==> config.mk <==
export PLATFORM = sky130hd
export DESIGN_NAME = dmem_block_responder_flat
export DESIGN_NICKNAME = d
export VERILOG_FILES = /design/src/rtl/dmem_block_responder_if.sv /design/src/rtl/dmem_block_responder.sv /design/src/flat_wrapper.sv
export SDC_FILE = /design/constraint.sdc
export NUM_CORES = 2
export LEC_CHECK = 0
export CAP_MARGIN = 20
export CORE_MARGIN = 10
export CORE_UTILIZATION = 25
export DETAILED_ROUTE_END_ITERATION = 10
export PLACE_DENSITY = 0.49
export SLEW_MARGIN = 20
export SYNTH_ARGS = -nofsm -noshare
export SYNTH_HDL_FRONTEND = slang
export SYNTH_SLANG_ARGS = --single-unit
export TNS_END_PERCENT = 10
==> constraint.sdc <==
create_clock -name clock -period 4.91 [get_ports clock]
set_input_delay 0.7365 -clock clock [delete_from_list [all_inputs] [get_ports clock]]
set_output_delay 0.7365 -clock clock [all_outputs]
set_load 0.01 [all_outputs]
==> src/rtl/dmem_block_responder_if.sv <==
// Cache <-> data memory block bus.
// The cache is the master. It issues read/write requests and holds them until
// it sees busywait low. The memory is the slave. It returns a block and busywait.
interface dmem_block_responder_if;
    logic        mem_read;
    logic        mem_write;
    logic [5:0]  mem_address;
    logic [31:0] mem_writedata;
    logic [31:0] mem_readdata;
    logic        mem_busywait;

    // Cache side: drives requests, observes data and busywait.
    modport master (
        output mem_read,
        output mem_write,
        output mem_address,
        output mem_writedata,
        input  mem_readdata,
        input  mem_busywait
    );

    // Memory side: observes requests, drives data and busywait.
    modport slave (
        input  mem_read,
        input  mem_write,
        input  mem_address,
        input  mem_writedata,
        output mem_readdata,
        output mem_busywait
    );
endinterface

==> src/rtl/dmem_block_responder.sv <==
// Block-organised data memory behind the data cache.
// It serves 32-bit block refills (reads) and dirty write-backs (writes) with a
// fixed latency. A request is latched in IDLE and completes LATENCY edges later.
// One ACK cycle follows completion. During ACK the cache drops its still-held
// request, so the same request is not accepted a second time.
// All outputs come straight from registers.
module dmem_block_responder #(
    parameter int LATENCY    = 5,   // edges from acceptance to completion, 1..15
    parameter int NUM_BLOCKS = 64   // 32-bit blocks, addressed by 6 bits
) (
    input  logic                         clock,
    input  logic                         reset,      // asynchronous, active low
    dmem_block_responder_if.slave        mem,
    output logic                         proto_err
);

    localparam logic [1:0] S_IDLE   = 2'd0;
    localparam logic [1:0] S_ACCESS = 2'd1;
    localparam logic [1:0] S_ACK    = 2'd2;

    localparam logic [3:0] CNT_LOAD = 4'(LATENCY - 1);

    logic [1:0]  r_state;
    logic [3:0]  r_counter;
    logic        r_busywait;
    logic [31:0] r_readdata;
    logic        r_proto_err;
    logic [5:0]  r_addr;
    logic [31:0] r_data;
    logic        r_op_write;

    logic [31:0] r_array [NUM_BLOCKS];

    logic        w_request;
    logic        w_complete;
    logic        w_array_we;

    assign w_request  = mem.mem_read | mem.mem_write;
    assign w_complete = (r_state == S_ACCESS) && (r_counter == 4'd0);
    assign w_array_we = w_complete && r_op_write;

    // Control FSM: accept in IDLE, count down in ACCESS, one cycle of ACK.
    // NOTE: sequential state uses non-blocking assignments, so every register
    // samples pre-edge values and the block order cannot matter.
    always_ff @(posedge clock or negedge reset) begin
        if (!reset) begin
            r_state     <= S_IDLE;
            r_counter   <= 4'd0;
            r_busywait  <= 1'b0;
            r_readdata  <= 32'd0;
            r_proto_err <= 1'b0;
            r_addr      <= 6'd0;
            r_data      <= 32'd0;
            r_op_write  <= 1'b0;
        end else begin
            case (r_state)
                S_IDLE: begin
                    if (w_request) begin
                        r_addr     <= mem.mem_address;
                        r_data     <= mem.mem_writedata;
                        r_op_write <= mem.mem_write;
                        r_counter  <= CNT_LOAD;
                        r_busywait <= 1'b1;
                        r_state    <= S_ACCESS;
                        if (mem.mem_read && mem.mem_write) begin
                            r_proto_err <= 1'b1;
                        end
                    end
                end
                S_ACCESS: begin
                    if (r_counter != 4'd0) begin
                        r_counter <= r_counter - 4'd1;
                    end else begin
                        if (!r_op_write) begin
                            r_readdata <= r_array[r_addr];
                        end
                        r_busywait <= 1'b0;
                        r_state    <= S_ACK;
                    end
                end
                S_ACK: begin
                    r_state <= S_IDLE;
                end
                default: begin
                    r_state <= S_IDLE;
                end
            endcase
        end
    end

    // Storage: written only at a write completion edge.
    // NOTE: the array has no reset. It keeps its contents across reset and
    // maps onto plain RAM. Reset still aborts a pending write, because reset
    // forces the FSM out of ACCESS, and that drops w_array_we.
    always_ff @(posedge clock) begin
        if (w_array_we) begin
            r_array[r_addr] <= r_data;
        end
    end

    assign mem.mem_readdata = r_readdata;
    assign mem.mem_busywait = r_busywait;
    assign proto_err        = r_proto_err;

endmodule

==> src/flat_wrapper.sv <==
// flat-port wrapper written by rule: the top's interface ports become plain ports
module dmem_block_responder_flat 
#(
    parameter int LATENCY    = 5,                                                
    parameter int NUM_BLOCKS = 64                                        
)
  (clock, reset, proto_err, mem_mem_read, mem_mem_write, mem_mem_address, mem_mem_writedata, mem_mem_readdata, mem_mem_busywait);
  dmem_block_responder_if mem_i ();
  input  logic clock;
  input  logic reset;
  output logic proto_err;
  input wire logic [$bits(mem_i.mem_read)-1:0] mem_mem_read;
  input wire logic [$bits(mem_i.mem_write)-1:0] mem_mem_write;
  input wire logic [$bits(mem_i.mem_address)-1:0] mem_mem_address;
  input wire logic [$bits(mem_i.mem_writedata)-1:0] mem_mem_writedata;
  output wire logic [$bits(mem_i.mem_readdata)-1:0] mem_mem_readdata;
  output wire logic [$bits(mem_i.mem_busywait)-1:0] mem_mem_busywait;
  assign mem_i.mem_read = mem_mem_read;
  assign mem_i.mem_write = mem_mem_write;
  assign mem_i.mem_address = mem_mem_address;
  assign mem_i.mem_writedata = mem_mem_writedata;
  assign mem_mem_readdata = mem_i.mem_readdata;
  assign mem_mem_busywait = mem_i.mem_busywait;
  dmem_block_responder #(.LATENCY(LATENCY), .NUM_BLOCKS(NUM_BLOCKS)) u_core (.clock(clock), .reset(reset), .mem(mem_i), .proto_err(proto_err));
endmodule
==> impl_metrics.py <==
metrics = {
    "clock_network": {
        "max-clock-path-buffers": 3,
        "cts_buffers": 215,
        "cts_resized": 0,
        "clock-root-buffer": "clkbuf_16",
        "cts.htree.levels": 4,
        "clk_latency_ps": 890,
        "clk_pin_slew_worst_paths_ps": 60,
        "clock_sink_count": 2127,
        "clock_tree_from_tritoncts": "done",
    },
    "yosys": {
        "async_s_r_ff_share_synth_pct": 3.71,
        "ys_ff_latch": 2127,
        "ys_dominant_reg_cell": "edfxtp_1",
        "synth_top_cell_area_share_pct": 75.6,
        "synth_area_per_inst_um2": 19.0,
        "synth-warning-count": 0,
        "post_synth_num_cell_types": 71,
        "synth_top_area_cell": "edfxtp_1",
        "synthesis.area_mm2": 0.0813,
        "synth_edf_count": 2048,
        "synth_top_cells_by_area": "edfxtp_1 (76%), mux4_2 (5.2%), mux2i_1 (3.8%), a221oi_1 (2.7%), dfrtp_1 (2.4%)",
        "post_synth_inst_count": 4285,
        "mappedNetlistNets": 4329,
        "synth-seq-area-share_pct": 78.1,
    },
    "global_routing": {
        "gr-total-overflow": 0,
        "number_of_global_route_vias_before_repair": 44500,
        "grt_pass1_wl_mm": 385,
        "maximum_number_of_pins_on_one_net_before_global_route_repair": 78,
        "track_usage_pct": 15.6,
        "antenna_found_initial": 23,
    },
    "placed_design": {
        "io_buffer_count": 75,
        "placed_area_mm2": 0.0893,
        "place.gp.congestion": 0.812,
        "place_worst_setup_slack_ps": 904,
        "place_hpwl_mm": 170,
    },
    "floorplan": {
        "placeable_core_region_mm2": 0.324,
        "dieWidth_um": 590,
        "floorplan.die_area_mm2": 0.348,
        "start_util_pct": 25.1,
        "core.rowCount": 209,
        "design.portCount": 76,
        "fp.dieH_um": 590,
    },
    "timing": {
        "setup_repair_after_global_routing_missed_its_margin": "false",
        "fin_crit_sh_pct": 85.2,
        "maxSlewViolCount": 0,
        "tightestPinTransition_ps": 1130,
        "fin_crit_ps": 4180,
        "fmax_mhz": 239,
        "report.final.hold_viol_count": 0,
        "finalClockSkew_ps": 52.6,
        "finalSetupTns_ps": 0,
        "final-setup-viol-count": 0,
        "relSlewSlack_pct": 23.6,
        "setup_ws_ps": 728,
    },
    "setup_path": {
        "cp_data_required_time_ps": 5650,
        "worstPathBufferInverterCount": 2,
        "path_max_fanout": 55,
        "path_delay_family": "compound AO/OA/AOI/OAI gates",
        "worst_setup_path_start_kind": "flip-flop",
        "cpMostUsedCell": "buf_12",
        "critPathCaptureType": "flip-flop",
        "max_stage_delay_ps": 990,
        "endpoint_arrival_time_on_the_critical_path_ps": 4920,
        "timing.critical_path.cells": "buf_12 -> buf_12 -> mux4_2 -> a22oi_1 -> nand4_1 -> o32a_1",
        "timing_worst_setup_path_type": "reg2reg",
        "slowest_stage": "dfrtp_4",
    },
    "power": {
        "peakVddDrop_mv": 0.405,
        "pwr_density_cell_mw_per_mm2": 609,
        "cell_leakage_power_nw": 30.2,
        "power.total_mw": 58.6,
    },
    "finish": {
        "area.growth.synth_to_final_pct": 18.4,
        "layout.core_utilization_pct": 29.7,
        "most_common_cell_after_layout_fill_and_taps_aside": "edfxtp_1",
        "fin_nets": 4634,
        "post_route_cells_drive_above_1_share_pct": 20.8,
        "most-common-layout-cells": "edfxtp_1 (2048), mux2i_1 (305), buf_4 (259)",
        "final_design_area_no_fill_mm2": 0.0963,
    },
    "worst_hold_path": {
        "hold_path_class": "in2reg",
    },
    "detailed_routing": {
        "drc_errors": 0,
        "route.vias.total": 45400,
        "drt_iter0_markers": 5466,
        "wirelength_mm": 281,
        "viasPerCell": 4.99,
        "drt.antenna.violating_nets": 0,
        "wire_per_inst_um": 30.9,
        "firstDrtPassIters": 6,
    },
    "run": {
        "max_cap_violations": 0,
    },
    "run_status": {
        "status": "completed",
    },
}
## state kept, by name (all words and copies together), names as in the netlist
signal                   flops
u_core.r_array            2048
u_core.mem.mem_readdata     32
u_core.r_data               32
u_core.r_addr                6
u_core.r_counter             4
u_core.r_state               2
u_core.mem.mem_busywait      1
u_core.proto_err             1
u_core.r_op_write            1
## metrics by stage
step / instances / hold WS [ps]
after detailed placement: 8697 / 468
after CTS: 9100 / 333
after global routing: 9101 / 380
final: 9102 / 392
after global placement: 8696 / 457
after floorplan: 4285 / 441
## cell type report
cell class	count	area [um^2]
Multi-Input combinational cell	1864	16800
Antenna cell	2	5.00
Clock buffer	282	5780
Sequential cell	2127	63500
Fill cell	31600	228000
Timing Repair Buffer	377	3550
Inverter	5	28.8
Tap cell	4325	5410
Clock inverter	120	1150
## routing by layer
layer / global-route usage, % / vias to the layer above / wire [um]
met5: 0 / - / 98
met4: 4.30 / 14 / 7460
met3: 3.09 / 362 / 23200
met2: 25.1 / 2190 / 132000
met1: 21.4 / 24500 / 118000
li1: - / 18400 / -
## final timing paths
| kind | start | to | slack (ps) | cells after the start |
|---|---|---|---|---|
| max in group asynchronous | reset | u_core.r_data[13]$_DFFE_PN0P_ | 3230 | 3 |
| worst max-delay path | u_core.r_addr[0]$_DFFE_PN0P_ | u_core.mem.mem_readdata[7]$_DFFE_PN0P_ | 730 | 6 |
| min in group asynchronous | reset | u_core.r_data[22]$_DFFE_PN0P_ | 570 | 2 |
| worst min register to register | u_core.r_data[30]$_DFFE_PN0P_ | u_core.r_data[30]$_DFFE_PN0P_ | 480 | 2 |
| worst min-delay path | mem_mem_writedata[10] | u_core.r_data[10]$_DFFE_PN0P_ | 390 | 3 |
| worst max register to register | u_core.r_addr[0]$_DFFE_PN0P_ | u_core.mem.mem_readdata[7]$_DFFE_PN0P_ | 730 | 6 |
## logic make-up (layout without fill, tap and decap cells)
kind of cell / count (synthesis) / after routing / synth area share [%]
mux: 558 / 558 / 9.86
xor+xnor: 2 / 2 / 0.0215
fa+ha+maj: 2 / 2 / 0.0308
simple gates: 502 / 502 / 2.67
other cells: 0 / 2 / 0
compound gates: 800 / 800 / 7.33
buf+inv: 294 / 784 / 2.03
flops: 2127 / 2127 / 78.1
## power breakdown
| group | internal (mW) | switching (mW) | total (mW) |
|---|---|---|---|
| sequential | 22.8 | 0.897 | 23.7 |
| combinational | 5.59 | 13.1 | 18.7 |
| clock | 9.19 | 7.07 | 16.3 |
## synth_stat cells (6+ instances only)
master / instances
clkbuf_1: 93
dfrtp_1: 79
and2_1: 6
o21ai_1: 21
nand2_1: 192
a31oi_1: 24
a21oi_1: 65
o32a_1: 16
nor3_1: 13
nand4_1: 12
a22o_1: 29
o22a_1: 12
and3_1: 12
buf_6: 31
o22ai_1: 90
o221ai_1: 9
mux2_2: 64
nor2b_1: 7
buf_2: 111
a22oi_1: 124
mux2i_1: 305
a221oi_1: 252
nor2_1: 182
mux4_2: 188
o211ai_1: 11
buf_4: 42
a221o_1: 17
buf_1: 10
o21ai_0: 88
edfxtp_1: 2048
nand3_1: 47
nand2b_1: 7
## repair_timing
item / 4_1_cts / 5_1_grt
hold endpoints to repair: 30 / 0
hold buffers: 1 / 0
setup buffers: 0 / 0
## worst reg2reg max path, cell delays in order, from the launching register on
cell,delay [ps]
dfrtp_4,990
buf_12,560
buf_12,370
mux4_2,550
a22oi_1,680
nand4_1,440
o32a_1,450
No activity file was read; power rests on OpenSTA's default activity.
